===== src/rtl/scan_sel_gen.sv =====
// Slot scanner driving the select/enable inputs of a 3-8 decoder with a blanking gap per slot.
// Optional slot skipping is compiled in with the SCAN_SKIP_EN macro (adds the skip_mask port).
module scan_sel_gen #(
  parameter int unsigned DIV       = 4,
  parameter int unsigned BLANK     = 1,
  parameter int unsigned NUM_SLOTS = 8
) (
  input  logic       clk,
  input  logic       rst_n,
  input  logic       run,
  input  logic       hold,
`ifdef SCAN_SKIP_EN
  input  logic [7:0] skip_mask,
`endif
  output logic [2:0] sel,
  output logic [2:0] en,
  output logic       slot_start,
  output logic       frame_done
);

  localparam int unsigned MaxCnt = (DIV > BLANK) ? DIV : BLANK;
  localparam int unsigned CntW = (MaxCnt > 1) ? $clog2(MaxCnt) : 1;
  localparam logic [CntW-1:0] DivLast = CntW'(DIV - 1);
  localparam logic [CntW-1:0] BlankLast = CntW'((BLANK == 0) ? 0 : BLANK - 1);
  localparam logic [7:0] SlotMask = 8'((16'h1 << NUM_SLOTS) - 16'h1);
  localparam logic [2:0] SlotWrap = 3'(NUM_SLOTS - 1);
  localparam logic [2:0] EnOn = 3'b100;

  typedef enum logic [1:0] {StIdle, StBlank, StActive} state_e;

  state_e          state_q;
  logic [CntW-1:0] cnt_q;
  logic [7:0]      avail;
  logic [2:0]      sel_inc;
  logic [2:0]      last_slot;
  logic [3:0]      first_pick, next_pick, cur_pick;

`ifdef SCAN_SKIP_EN
  assign avail = SlotMask & ~skip_mask;
`else
  assign avail = SlotMask;
`endif

  // Returns {found, index}: first available slot at or after start, wrapping within the frame.
  function automatic logic [3:0] pick(input logic [7:0] av, input logic [2:0] start);
    logic [3:0] r;
    int         i;
    r = 4'b0;
    for (int k = 7; k >= 0; k--) begin
      i = int'(start) + k;
      if (i >= int'(NUM_SLOTS)) i = i - int'(NUM_SLOTS);
      if (k < int'(NUM_SLOTS) && av[3'(i)]) r = {1'b1, 3'(i)};
    end
    return r;
  endfunction

  function automatic logic [2:0] highest(input logic [7:0] av);
    logic [2:0] r;
    r = 3'd0;
    for (int k = 0; k < 8; k++) begin
      if (av[k]) r = 3'(k);
    end
    return r;
  endfunction

  assign sel_inc    = (sel == SlotWrap) ? 3'd0 : sel + 3'd1;
  assign first_pick = pick(avail, 3'd0);
  assign next_pick  = pick(avail, sel_inc);
  assign cur_pick   = pick(avail, sel);
  assign last_slot  = highest(avail);

  always_ff @(posedge clk or negedge rst_n) begin
    if (!rst_n) begin
      state_q    <= StIdle;
      cnt_q      <= '0;
      sel        <= 3'd0;
      en         <= 3'b000;
      slot_start <= 1'b0;
      frame_done <= 1'b0;
    end else if (!run) begin
      state_q    <= StIdle;
      cnt_q      <= '0;
      sel        <= 3'd0;
      en         <= 3'b000;
      slot_start <= 1'b0;
      frame_done <= 1'b0;
    end else begin
      unique case (state_q)
        StIdle: begin
          cnt_q <= '0;
          sel   <= first_pick[2:0];
          if (BLANK == 0 && first_pick[3]) begin
            state_q    <= StActive;
            en         <= EnOn;
            slot_start <= 1'b1;
            frame_done <= (DivLast == '0) && (first_pick[2:0] == last_slot);
          end else begin
            state_q <= StBlank;
          end
        end
        StBlank: begin
          if (cnt_q == BlankLast) begin
            // Re-pick here so a slot masked while blanking is skipped; stall if nothing is left.
            if (cur_pick[3]) begin
              state_q    <= StActive;
              sel        <= cur_pick[2:0];
              en         <= EnOn;
              slot_start <= 1'b1;
              frame_done <= (DivLast == '0) && (cur_pick[2:0] == last_slot);
              cnt_q      <= '0;
            end
          end else begin
            cnt_q <= cnt_q + 1'b1;
          end
        end
        StActive: begin
          slot_start <= 1'b0;
          // While held, frame_done keeps its value so a hold on the last cycle stretches it.
          if (!hold) begin
            if (cnt_q == DivLast) begin
              cnt_q <= '0;
              sel   <= next_pick[2:0];
              if (BLANK == 0 && next_pick[3]) begin
                slot_start <= 1'b1;
                frame_done <= (DivLast == '0) && (next_pick[2:0] == last_slot);
              end else begin
                state_q    <= StBlank;
                en         <= 3'b000;
                frame_done <= 1'b0;
              end
            end else begin
              cnt_q      <= cnt_q + 1'b1;
              frame_done <= ((cnt_q + 1'b1) == DivLast) && (sel == last_slot);
            end
          end
        end
        default: state_q <= StIdle;
      endcase
    end
  end

endmodule


===== config.mk =====
export PLATFORM = sky130hd
export DESIGN_NAME = scan_sel_gen
export DESIGN_NICKNAME = d
export VERILOG_FILES = /design/src/rtl/scan_sel_gen.sv
export SDC_FILE = /design/constraint.sdc
export NUM_CORES = 1
export LEC_CHECK = 0
export BUFFER_PORTS_ARGS = -buffer_cell sky130_fd_sc_hd__buf_2
export CAP_MARGIN = 20
export CORE_MARGIN = 8
export CORE_UTILIZATION = 45
export CTS_CLUSTER_SIZE = 16
export DETAILED_ROUTE_END_ITERATION = 16
export GPL_TIMING_DRIVEN = 0
export MAX_ROUTING_LAYER = met4
export PLACE_DENSITY = 0.75
export RECOVER_POWER = 100
export SLEW_MARGIN = 20
export SYNTH_ARGS = -nofsm -noshare
export SYNTH_HDL_FRONTEND = slang
export SYNTH_SLANG_ARGS = --single-unit

===== constraint.sdc =====
create_clock -name clk -period 1.95 [get_ports clk]
set_input_delay 0.585 -clock clk [delete_from_list [all_inputs] [get_ports clk]]
set_output_delay 0.585 -clock clk [all_outputs]
set_load 0.01 [all_outputs]

Word level (Yosys, flattened, before mapping):

Memory sizes are Yosys's and may differ from the RTL's.
Index checks and enable logic that the tools add are counted.

* add/sub/neg operators: 32
* multiply operators: 0
* div/mod/pow operators: 0
* $lt $le $gt $ge: 32
* eq/ne operators: 12
* shifts and indexed selects: 0
* multiplexer cells: 99
* bitwise operators: 0
* reduce and logical (&&, ||, !) cells: 9

Operators with widths (number)
* $mux W3: 35
* $lt A3 B5 Y1 const B: 16
* $ge A4 B4 Y1 const B: 14
* $sub A3 B1 Y3 const B: 16
* $mux W1: 40
* $add A3 B3 Y4 const B: 8
* $mux W4: 8
* $mux W2: 10
* $add A3 B2 Y4 const B: 4
* $ne A3 B3 Y1 const B: 4
* $pmux W2 S3: 2
* $reduce_and A5 Y1: 2
* $pmux W3 S3: 1
* $add A3 B1 Y4 const B: 2
* $ge A3 B4 Y1 const B: 2
* $reduce_and A4 Y1: 2
* $eq A2 B2 Y1 const B: 3
* $pmux W3 S2: 1
* $reduce_and A3 Y1: 2
* $logic_not A2 Y1: 2
* $ne A4 B1 Y1 const B: 1
* $ne A4 B4 Y1 const B: 1
* $pmux W1 S2: 2
* $add A3 B1 Y3 const B: 1
* other kinds (5): 5

* register bits: 12
* latch bits: 0
* bits in writable memories: 0
* memory bits (read-only): 128
* logic and storage cells: 206
* memories: 16

Memory list
* (no name shown): words 8, width 1, read ports 1, clocked after memory_dff 0, write ports 0, RTL line 52 `if (k < int'(NUM_SLOTS) && av[3'(i)]) r = {1'b1, 3'(i)};`
* (no name shown): words 8, width 1, read ports 1, clocked after memory_dff 0, write ports 0, RTL line 52
* (no name shown): words 8, width 1, read ports 1, clocked after memory_dff 0, write ports 0, RTL line 52
* (no name shown): words 8, width 1, read ports 1, clocked after memory_dff 0, write ports 0, RTL line 52
* (no name shown): words 8, width 1, read ports 1, clocked after memory_dff 0, write ports 0, RTL line 52
* (no name shown): words 8, width 1, read ports 1, clocked after memory_dff 0, write ports 0, RTL line 52
* +10 memories

Longest topological paths before layout:

Gate-level depths: netlist of run 1.

* word-level depth: 20
* depth in mapped cells: 7

Worst setup path after synthesis of run 1:

Ideal clock, no wire load.

* path type: register to register
* from: register state_q[0]
* to: register sel[0]
* setup time: 0.135 ns
* data arrival time: 1.274 ns
* required time: 1.815 ns
* slack: 0.542 ns
* cell stages (with the launch flop): 7
* clock period less this slack: 1.408 ns
* cell sequence: dfrtp_1 inv_1 ha_1 buf_4 a21boi_1 o31ai_1 o21ai_0

* cells in the longest elaborated chain, start to end: 3
* elaborated cells between the ends (all ways): 11
* classes of those cells: 7 x eq/ne; 2 x mux; 2 x reduce/logical

Ends and longest elaborated chain
* start, declared: RTL line 31 `state_e state_q;`
* start signal, assigned: RTL line 74 `state_q <= StIdle;`
* start signal, assigned: RTL line 81 `state_q <= StIdle;`
* start signal, assigned: RTL line 93 `state_q <= StActive;`
* $eq A2 B2 Y1, or another cell as far along: RTL line 88 `unique case (state_q)`
* $ne A4 B1 Y1 (no line), or another cell as far along
* $reduce_and A5 Y1 (no line) / $mux W3 (equally long branches)
* end signal, assigned: RTL line 91 `sel <= first_pick[2:0];`
* end signal, assigned: RTL line 106 `sel <= cur_pick[2:0];`
* end signal, assigned: RTL line 122 `sel <= next_pick[2:0];`
* end, declared: RTL line 15 `output logic [2:0] sel,`

Parallel ways exist; a longest one is shown, timed or not.
A chain may end at the register's enable or synchronous reset.

Worst setup path in the final report of run 1:

* from: register state_q[1]
* to: register state_q[1]

* cells in the longest elaborated chain, start to end: 3
* elaborated cells between the ends (all ways): 10
* classes of those cells: 6 x eq/ne; 2 x mux; 2 x reduce/logical

Ends and longest elaborated chain (RTL line)
* $eq A2 B2 Y1, or another cell as far along: 88
* $ne A3 B3 Y1 (no line) / $pmux W2 S3 (equally long branches)
* $reduce_and A4 Y1 (no line) / $mux W2 (equally long branches)

Parallel ways exist; a longest one is shown, timed or not.

==> results.sh, run 1 <==
export IMPL_timing_final_hold_violations=0
export IMPL_first_global_vias=568
export IMPL_synth_area_per_cell_sq_um=9.26
export IMPL_die_area_sq_mm=0.00306
export IMPL_inst_count_dp=101
export IMPL_cpPeakStageDelay_ps=400
export IMPL_cts_post_setup_buffers_inserted=0
export IMPL_clkSinkCount=10
export IMPL_yosysWarningCount=0
export IMPL_ctsRootBufferMaster="clkbuf_4"
export IMPL_setup_viol_count_final=0
export IMPL_synthesized_instance_count=75
export IMPL_drive_gt1_share_pct=12.4
export IMPL_worst_ep_arrival_time_ps=1870
export IMPL_detail_route_antenna_nets=0
export IMPL_clk_path_buf_depth=2
export IMPL_post_route_period_util_pct=88.4
export IMPL_hold_ws_ps=265
export IMPL_drt_wl_total_um=1310
export IMPL_final_net_count=103
export IMPL_start_util_pct=47.2
export IMPL_finClkSkew_ps=1.65
export IMPL_pin_count_of_the_biggest_net_entering_global_routing=11
export IMPL_grt_pass1_wl_um=2330
export IMPL_placement_io_buffers=9
export IMPL_clkTransAtPathRegs_ps=70
export IMPL_gp_congestion=0.778
export IMPL_startpoint_type="register"
export IMPL_layout_common_cells="dfrtp_1 (10), nor2_1 (9), ha_1 (9)"
export IMPL_seq_area_frac_synth_pct=36.0
export IMPL_timing_slew_headroom_pct=64.5
export IMPL_routed_wire_length_per_instance_um=12.5
export IMPL_r2r_cells=6
export IMPL_drv_cap=0
export IMPL_post_cts_resize_count=0
export IMPL_placementRows=14
export IMPL_maxClockFrequency_mhz=580
export IMPL_cts_tree="yes"
export IMPL_criticalPathCategory="reg2reg"
export IMPL_cellPowerDensity_mw_per_mm2=1000
export IMPL_crit_reg2reg_launch="state_q[1]"
export IMPL_io_pins=12
export IMPL_outcome="complete, no violations"
export IMPL_final_max_slew_violation_count=0
export IMPL_cts_max_level=1
export IMPL_final_period_minus_worst_setup_slack_ps=1720
export IMPL_track_usage_pct=9.28
export IMPL_static_leakage_power_uw=0.000375
export IMPL_timing_final_ws_setup_ps=226
export IMPL_globalRoute_totalOverflow=0
export IMPL_insertion_delay_ps=270
export IMPL_critical_path_fanout_max=8
export IMPL_fin_tns_setup_ps=0
export IMPL_synth_distinct_cells=26
export IMPL_cp_end_kind="register"
export IMPL_n_antenna_cell=0
export IMPL_chipHeight_um=55.3
export IMPL_pre_antenna_drt_iters=4
export IMPL_critical_path_required_ps=2090
export IMPL_die_width_um=55.3
export IMPL_detailedPlace_worstSlack_ps=310
export IMPL_detailedPlacementHpwl_um=1040
export IMPL_total_vias_in_the_final_route=545
export IMPL_power_ir_vdd_worst_v=0.000717
export IMPL_finalNonFillerCells=105
export IMPL_grt_antenna_before_repair=0
export IMPL_grt_setup_unrepaired="false"
export IMPL_critical_path_slowest_cell="dfrtp_1"
export IMPL_worst_r2r_setup_slack_ps=230
export IMPL_drt_vias_per_instance=5.19
export IMPL_crit_path_cell_trace="inv_1, ha_1, clkbuf_1, nor2b_1, o21ai_1, mux2i_1"
export IMPL_postSynthRegisterBits=10
export IMPL_r2r_end="state_q[1]"
export IMPL_p_total_uw=772
export IMPL_mostFrequentLayoutCell="dfrtp_1"
export IMPL_syn_area_sq_um=694
export IMPL_core_area_sq_mm=0.00147
export IMPL_area_share_of_the_largest_cell_type_after_synthesis_pct=36.0
export IMPL_timing_hold_worst_class="in2async"
export IMPL_detailedRoute_firstIterationViolations=10
export IMPL_netlist_top_cell_by_area="dfrtp_1"
export IMPL_netlist_top_cells_area="dfrtp_1 (36%), ha_1 (16%), mux2i_1 (5.8%)"
export IMPL_post_cts_hold_buffer_count=0
export IMPL_layout_area_overhead_vs_synth_pct=10.8
export IMPL_cts_inserted_buffers=3
export IMPL_drc=0
export IMPL_worst_slew_pin_slew_ps=532
-- cells in the mapped netlist --
cell	n
dfrtp_1	10
ha_1	9
nor2_1	9
nand2_1	8
inv_1	7
a21oi_1	5
mux2i_1	4
buf_4	3
a31oi_1	2
o21ai_0	2
a211oi_2	1
a21boi_1	1
a32oi_1	1
and4b_1	1
buf_6	1
conb_1	1
inv_2	1
nand2b_1	1
nand3_1	1
nand4b_1	1
nor2b_4	1
o21ai_2	1
o2bb2ai_1	1
o31ai_1	1
o32ai_1	1
or3_1	1
-- through the flow --
stage	utilization (%)	area, sq um
floorplan	-	698
global route	52.3	769
CTS	54.3	800
global placement	51.9	763
finish	52.3	769
detailed placement	51.9	763
-- registers in the layout, indices dropped and copies added, names as in the netlist --
name	flops
sel	3
en	1
frame_done	1
state_q	2
slot_start	1
cnt_q	2
-- worst max-delay path: cells and delay by family (launching register included) --
kind | cells | cell delay [ps]
adder cells (fa/ha/maj) | 1 | 140
buffers and inverters | 2 | 400
multiplexers | 1 | 150
AND/OR/NAND/NOR | 1 | 310
AO/OA/AOI/OAI | 1 | 200
flip-flops | 1 | 400
-- how the worst max path moves through the flow --
stage                          start    endpoint  slack, ps  cells past startpoint
after CTS                 state_q[0]      sel[0]        290                      6
after floorplan           state_q[0]      sel[0]        540                      6
after global placement    state_q[0]      sel[1]        360                      6
after global routing      state_q[0]      sel[1]         80                      6
final                     state_q[1]  state_q[1]        230                      6
after detailed placement  state_q[0]      sel[0]        310                      6
-- per-layer routing --
metal / wire length [um] / GRT usage (%) / up-vias
li1: - / - / 279
met1: 600 / 9.65 / 253
met2: 633 / 15.5 / 9
met3: 40 / 1.60 / 4
met4: 37 / 6.34 / 0
met5: 0 / - / -
-- where the power goes --
group	internal, uW	switching (uW)	total [uW]
Clock	113	74.2	188
Sequential	240	26.1	266
Combinational	125	192	318
-- logic make-up after synthesis --
family,share of synthesized area [%]
AO/OA/AOI/OAI,15.9
other,0.540
buffers and inverters,9.19
adder cells (fa/ha/maj),16.2
flip-flops,36.0
AND/OR/NAND/NOR,16.4
multiplexers,5.77
-- cell type report --
class	count	area, sq um
multi-input combinational	54	373
fill	155	702
timing repair buffer	9	36.3
buffer	4	23.8
sequential	10	250
inverter	8	30.0
clock buffer	4	36.3
tap	16	20.0
Power figures use the tool's default switching activity.
==> run 2, diff against run 1 <==
Settings changed: CORE_UTILIZATION 45 to 53, GPL_ROUTABILITY_DRIVEN set to 0, PLACE_DENSITY 0.75 to 0.85.
==> run 2 against run 1 <==
Compared with the run above: die area decreased by 11%; power decreased by 6.0%; clock power fell by 27%; register-to-register slack better by 50 ps; clock skew shrank 0.83 ps; worst setup slack improved by 53 ps; flip-flop and latch count stayed put; final cell count down 1.9%; critical path depth grew 1.
==> results.sh, run 2 (synthesized netlist as in run 1, its figures left out) <==
export IMPL_final_net_count=103
export IMPL_cp_end_kind="register"
export IMPL_crit_reg2reg_launch="state_q[1]"
export IMPL_timing_slew_headroom_pct=62.9
export IMPL_total_vias_in_the_final_route=569
export IMPL_pin_count_of_the_biggest_net_entering_global_routing=11
export IMPL_reg_largest_list="sel x3, cnt_q x2, state_q x2"
export IMPL_grt_setup_unrepaired="false"
export IMPL_post_cts_resize_count=0
export IMPL_placementRows=13
export IMPL_die_area_sq_mm=0.00272
export IMPL_timing_final_hold_violations=0
export IMPL_hold_ws_ps=281
export IMPL_insertion_delay_ps=260
export IMPL_routed_wire_length_per_instance_um=12.3
export IMPL_layout_area_overhead_vs_synth_pct=9.01
export IMPL_fin_tns_setup_ps=0
export IMPL_grt_antenna_before_repair=0
export IMPL_startpoint_type="register"
export IMPL_n_antenna_cell=0
export IMPL_finClkSkew_ps=0.818
export IMPL_final_period_minus_worst_setup_slack_ps=1670
export IMPL_track_usage_pct=10.7
export IMPL_max_flop_register="sel"
export IMPL_first_global_vias=545
export IMPL_r2r_cells=7
export IMPL_cts_max_level=1
export IMPL_worst_slew_pin_slew_ps=557
export IMPL_detailedRoute_firstIterationViolations=6
export IMPL_detailed_place_area_sq_um=762
export IMPL_comb_power_share_pct=44.2
export IMPL_largest_register_ffs=3
export IMPL_worst_ep_arrival_time_ps=1830
export IMPL_final_cell_area_sq_um=757
export IMPL_pre_antenna_drt_iters=4
export IMPL_core_area_sq_mm=0.00127
export IMPL_detailedPlacementHpwl_um=1020
export IMPL_maxClockFrequency_mhz=598
export IMPL_cts_inserted_buffers=3
export IMPL_outcome="complete, no violations"
export IMPL_cellPowerDensity_mw_per_mm2=958
export IMPL_grt_pass1_wl_um=2200
export IMPL_drc=0
export IMPL_clkSinkCount=10
export IMPL_setup_viol_count_final=0
export IMPL_mostFrequentLayoutCell="dfrtp_1"
export IMPL_timing_hold_worst_class="in2async"
export IMPL_cts_post_setup_buffers_inserted=0
export IMPL_internal_power_uw=440
export IMPL_io_pins=12
export IMPL_net_switching_power_uw=285
export IMPL_netSwitchingFraction_pct=39.3
export IMPL_critical_path_fanout_max=8
export IMPL_worstSetupEndpoint="frame_done"
export IMPL_setup_worst_path_start="state_q[1]"
export IMPL_start_util_pct=54.7
export IMPL_critical_path_required_ps=2100
export IMPL_drv_cap=0
export IMPL_chipHeight_um=52.2
export IMPL_final_max_slew_violation_count=0
export IMPL_worst_r2r_setup_slack_ps=280
export IMPL_post_route_period_util_pct=85.7
export IMPL_sequentialPowerShare_pct=36.7
export IMPL_criticalPathCategory="reg2reg"
export IMPL_pwr_share_clk_pct=19.1
export IMPL_detail_route_antenna_nets=0
export IMPL_p_total_uw=725
export IMPL_drt_wl_total_um=1270
export IMPL_fin_util_pct=59.7
export IMPL_drive_gt1_share_pct=11.4
export IMPL_cts_tree="yes"
export IMPL_drt_vias_per_instance=5.52
export IMPL_die_width_um=52.2
export IMPL_clkTransAtPathRegs_ps=60
export IMPL_globalRoute_totalOverflow=0
export IMPL_layout_common_cells="dfrtp_1 (10), nor2_1 (9), ha_1 (9)"
export IMPL_clk_path_buf_depth=2
export IMPL_r2r_end="frame_done"
export IMPL_power_ir_vdd_worst_v=0.000637
export IMPL_ctsRootBufferMaster="clkbuf_4"
export IMPL_static_leakage_power_uw=0.000369
export IMPL_placement_io_buffers=9
export IMPL_post_cts_hold_buffer_count=0
## run 2: changes by cell type in the layout (fill, tap and decap cells not counted)
cell      delta
a211oi_1     +1
a211oi_2     -1
clkbuf_8     -1
nor2b_1      -1
nor2b_4      +1
## run 2: how the worst min path moves through the flow
stage / slack [ps] / start / cells after the start / to
after global routing: 330 / rst_n / 1 / cnt_q[0]
after CTS: 180 / rst_n / 1 / cnt_q[1]
final: 280 / rst_n / 1 / cnt_q[1]
after global placement: 460 / rst_n / 1 / slot_start
after detailed placement: 460 / rst_n / 1 / slot_start
after floorplan: 290 / rst_n / 0 / cnt_q[0]
## run 2: critical path: stages, from the launching register on
cell and delay [ps]:
dfrtp_1 400, inv_1 110, ha_1 150, clkbuf_1 310, nor2_1 110, a211oi_1 240
mux2i_1 210, nor2_1 50
## run 2: power groups by stage
stage	Sequential, uW	Clock (uW)	Combinational [uW]
after floorplan	274	0	268
after global placement	267	0	342
after detailed placement	269	0	350
after CTS	266	143	355
after global routing	272	152	360
final	266	138	321
## run 2: area by class of cell
type                    instances  area (sq um)
plain buffers                   4          23.8
clock buffers                   3          22.5
well taps                      15          18.8
flip-flops and latches         10           250
repair buffers                  9          36.3
fillers                       115           512
multi-input cells              54           375
inverters                       8          30.0
## run 2: metrics by stage
step / worst slack (ps) / std cells
global placement: 381 / 100
CTS: 335 / 103
floorplan: 542 / 76
global route: 145 / 103
finish: 279 / 103
detailed placement: 361 / 100
## run 2: routing by layer
| layer | part of all wire, % | GRT usage, % | up-vias |
|---|---|---|---|
| li1 | - | - | 284 |
| met5 | 0 | - | - |
| met1 | 42 | 10.9 | 269 |
| met3 | 4.3 | 2.27 | 2 |
| met4 | 1.7 | 5.17 | 0 |
| met2 | 52 | 19.0 | 14 |
==> run 3, diff against run 2 <==
Settings changed: PLACE_DENSITY 0.85 to 0.73.
==> run 3 against run 2 <==
Compared with the run above: non-clock buffer count did not move; clock skew increased by 1.6 ps; first-iteration DRC count rose by 33%; register-to-register slack lost 40 ps; wire length grew 5.5%; clock power hardly changed; via count shrank 4.7%; sequential power is essentially flat; die area did not move; combinational power about the same; global-route usage up 0.28 points; utilization fell by 0.20 points; critical endpoint is now state_q[1].
==> results.sh, run 3 (synthesized netlist as in run 1, its figures left out) <==
export IMPL_outcome="complete, no violations"
export IMPL_critical_path_required_ps=2090
export IMPL_cts_post_setup_buffers_inserted=0
export IMPL_grt_antenna_before_repair=0
export IMPL_post_cts_resize_count=0
export IMPL_globalRoute_totalOverflow=0
export IMPL_timing_final_hold_violations=0
export IMPL_final_period_minus_worst_setup_slack_ps=1710
export IMPL_post_route_period_util_pct=87.7
export IMPL_power_ir_vdd_worst_v=0.000667
export IMPL_worst_ep_arrival_time_ps=1850
export IMPL_placement_io_buffers=9
export IMPL_io_pins=12
export IMPL_start_util_pct=54.7
export IMPL_gr_usage_met3_pct=2.84
export IMPL_cts_max_level=1
export IMPL_pin_count_of_the_biggest_net_entering_global_routing=11
export IMPL_crit_reg2reg_launch="state_q[1]"
export IMPL_detailedPlacementHpwl_um=1080
export IMPL_worst_slew_pin_slew_ps=554
export IMPL_finClkSkew_ps=2.47
export IMPL_global_route_peak_usage_layer="met2"
export IMPL_global_route_usage_met1_pct=11.4
export IMPL_timing_slew_headroom_pct=63.0
export IMPL_final_max_slew_violation_count=0
export IMPL_netSwitchingFraction_pct=39.9
export IMPL_worst_r2r_setup_slack_ps=240
export IMPL_final_net_count=103
export IMPL_drt_wl_total_um=1330
export IMPL_cts_inserted_buffers=3
export IMPL_setup_worst_path_start="state_q[1]"
export IMPL_layout_common_cells="dfrtp_1 (10), nor2_1 (9), ha_1 (9)"
export IMPL_track_usage_pct=11.0
export IMPL_sequentialPowerShare_pct=36.4
export IMPL_timing_hold_worst_class="in2async"
export IMPL_n_antenna_cell=0
export IMPL_chipHeight_um=52.2
export IMPL_clkSinkCount=10
export IMPL_r2r_cells=6
export IMPL_core_area_sq_mm=0.00127
export IMPL_cts_tree="yes"
export IMPL_static_leakage_power_uw=0.000367
export IMPL_startpoint_type="register"
export IMPL_drt_vias_per_instance=5.26
export IMPL_first_global_vias=525
export IMPL_criticalPathCategory="reg2reg"
export IMPL_comb_power_share_pct=44.5
export IMPL_drive_gt1_share_pct=11.4
export IMPL_net_switching_power_uw=290
export IMPL_max_flop_register="sel"
export IMPL_pwr_share_clk_pct=19.1
export IMPL_detailedPlace_worstSlack_ps=318
export IMPL_setup_viol_count_final=0
export IMPL_ctsRootBufferMaster="clkbuf_4"
export IMPL_layout_area_overhead_vs_synth_pct=8.65
export IMPL_total_vias_in_the_final_route=542
export IMPL_grt_met2_usage_pct=19.0
export IMPL_grt_setup_unrepaired="false"
export IMPL_cellPowerDensity_mw_per_mm2=965
export IMPL_die_area_sq_mm=0.00272
export IMPL_routed_wire_length_per_instance_um=13.0
export IMPL_detail_route_antenna_nets=0
export IMPL_post_cts_hold_buffer_count=0
export IMPL_placementRows=13
export IMPL_grt_pass1_wl_um=2210
export IMPL_pre_antenna_drt_iters=4
export IMPL_drv_cap=0
export IMPL_final_layout_fill_cell_count=119
export IMPL_worstSetupEndpoint="state_q[1]"
export IMPL_r2r_end="state_q[1]"
export IMPL_die_width_um=52.2
export IMPL_insertion_delay_ps=260
export IMPL_maxClockFrequency_mhz=585
export IMPL_clkTransAtPathRegs_ps=60
export IMPL_largest_register_ffs=3
export IMPL_drc=0
export IMPL_mostFrequentLayoutCell="dfrtp_1"
export IMPL_internal_power_uw=438
export IMPL_fin_tns_setup_ps=0
export IMPL_cp_end_kind="register"
export IMPL_clk_path_buf_depth=2
export IMPL_detailedRoute_firstIterationViolations=8
export IMPL_timing_final_ws_setup_ps=239
export IMPL_reg_largest_list="sel x3, cnt_q x2, state_q x2"
export IMPL_critical_path_fanout_max=8
-- run 3: worst max-delay path, cell delays in order (launching register included) --
cell and delay, ps:
dfrtp_1 400, inv_1 110, ha_1 150, clkbuf_1 280, nor2b_1 300, o21ai_1 190
mux2i_1 150
-- run 3: final cells by class --
class / instances / area [sq um] / area share [%]
multi-input cells: 54 / 373 / 49.4
flip-flops and latches: 10 / 250 / 33.2
repair buffers: 9 / 36.3 / 4.81
inverters: 8 / 30.0 / 3.98
plain buffers: 4 / 23.8 / 3.15
clock buffers: 3 / 22.5 / 2.99
well taps: 15 / 18.8 / 2.49
-- run 3: metrics by stage --
| step | area, sq um | std cells | util, % | total power [uW] | hold slack (ps) |
|---|---|---|---|---|---|
| 6_report | 754 | 103 | 59.5 | 728 | 277 |
| 5_1_grt | 754 | 103 | 59.5 | 793 | 328 |
| 4_1_cts | 785 | 103 | 61.8 | 770 | 174 |
| 3_5_place_dp | 762 | 100 | 60.1 | 629 | 460 |
| 3_3_place_gp | 762 | 100 | 60.1 | 619 | 457 |
| 2_1_floorplan | 698 | 76 | - | 542 | 289 |
-- run 3: worst min-delay path by stage --
| stage | slack (ps) | cells after the start | from | end |
|---|---|---|---|---|
| final | 280 | 1 | rst_n | cnt_q[1] |
| after global routing | 330 | 1 | rst_n | cnt_q[1] |
| after CTS | 170 | 1 | rst_n | cnt_q[1] |
| after detailed placement | 460 | 1 | rst_n | slot_start |
| after global placement | 460 | 1 | rst_n | en[2] |
| after floorplan | 290 | 0 | rst_n | cnt_q[0] |
-- run 3: power by group through the flow --
stage / registers [uW] / clock network, uW / logic, uW
after floorplan: 274 / 0 / 268
after global placement: 268 / 0 / 352
after detailed placement: 270 / 0 / 358
after CTS: 266 / 144 / 360
after global routing: 269 / 155 / 369
final: 265 / 139 / 324
-- run 3: layer usage --
layer,part of all wire [%],vias up
met5,0,-
met3,4.0,5
met1,43,243
met4,2.2,0
met2,51,10
li1,-,284
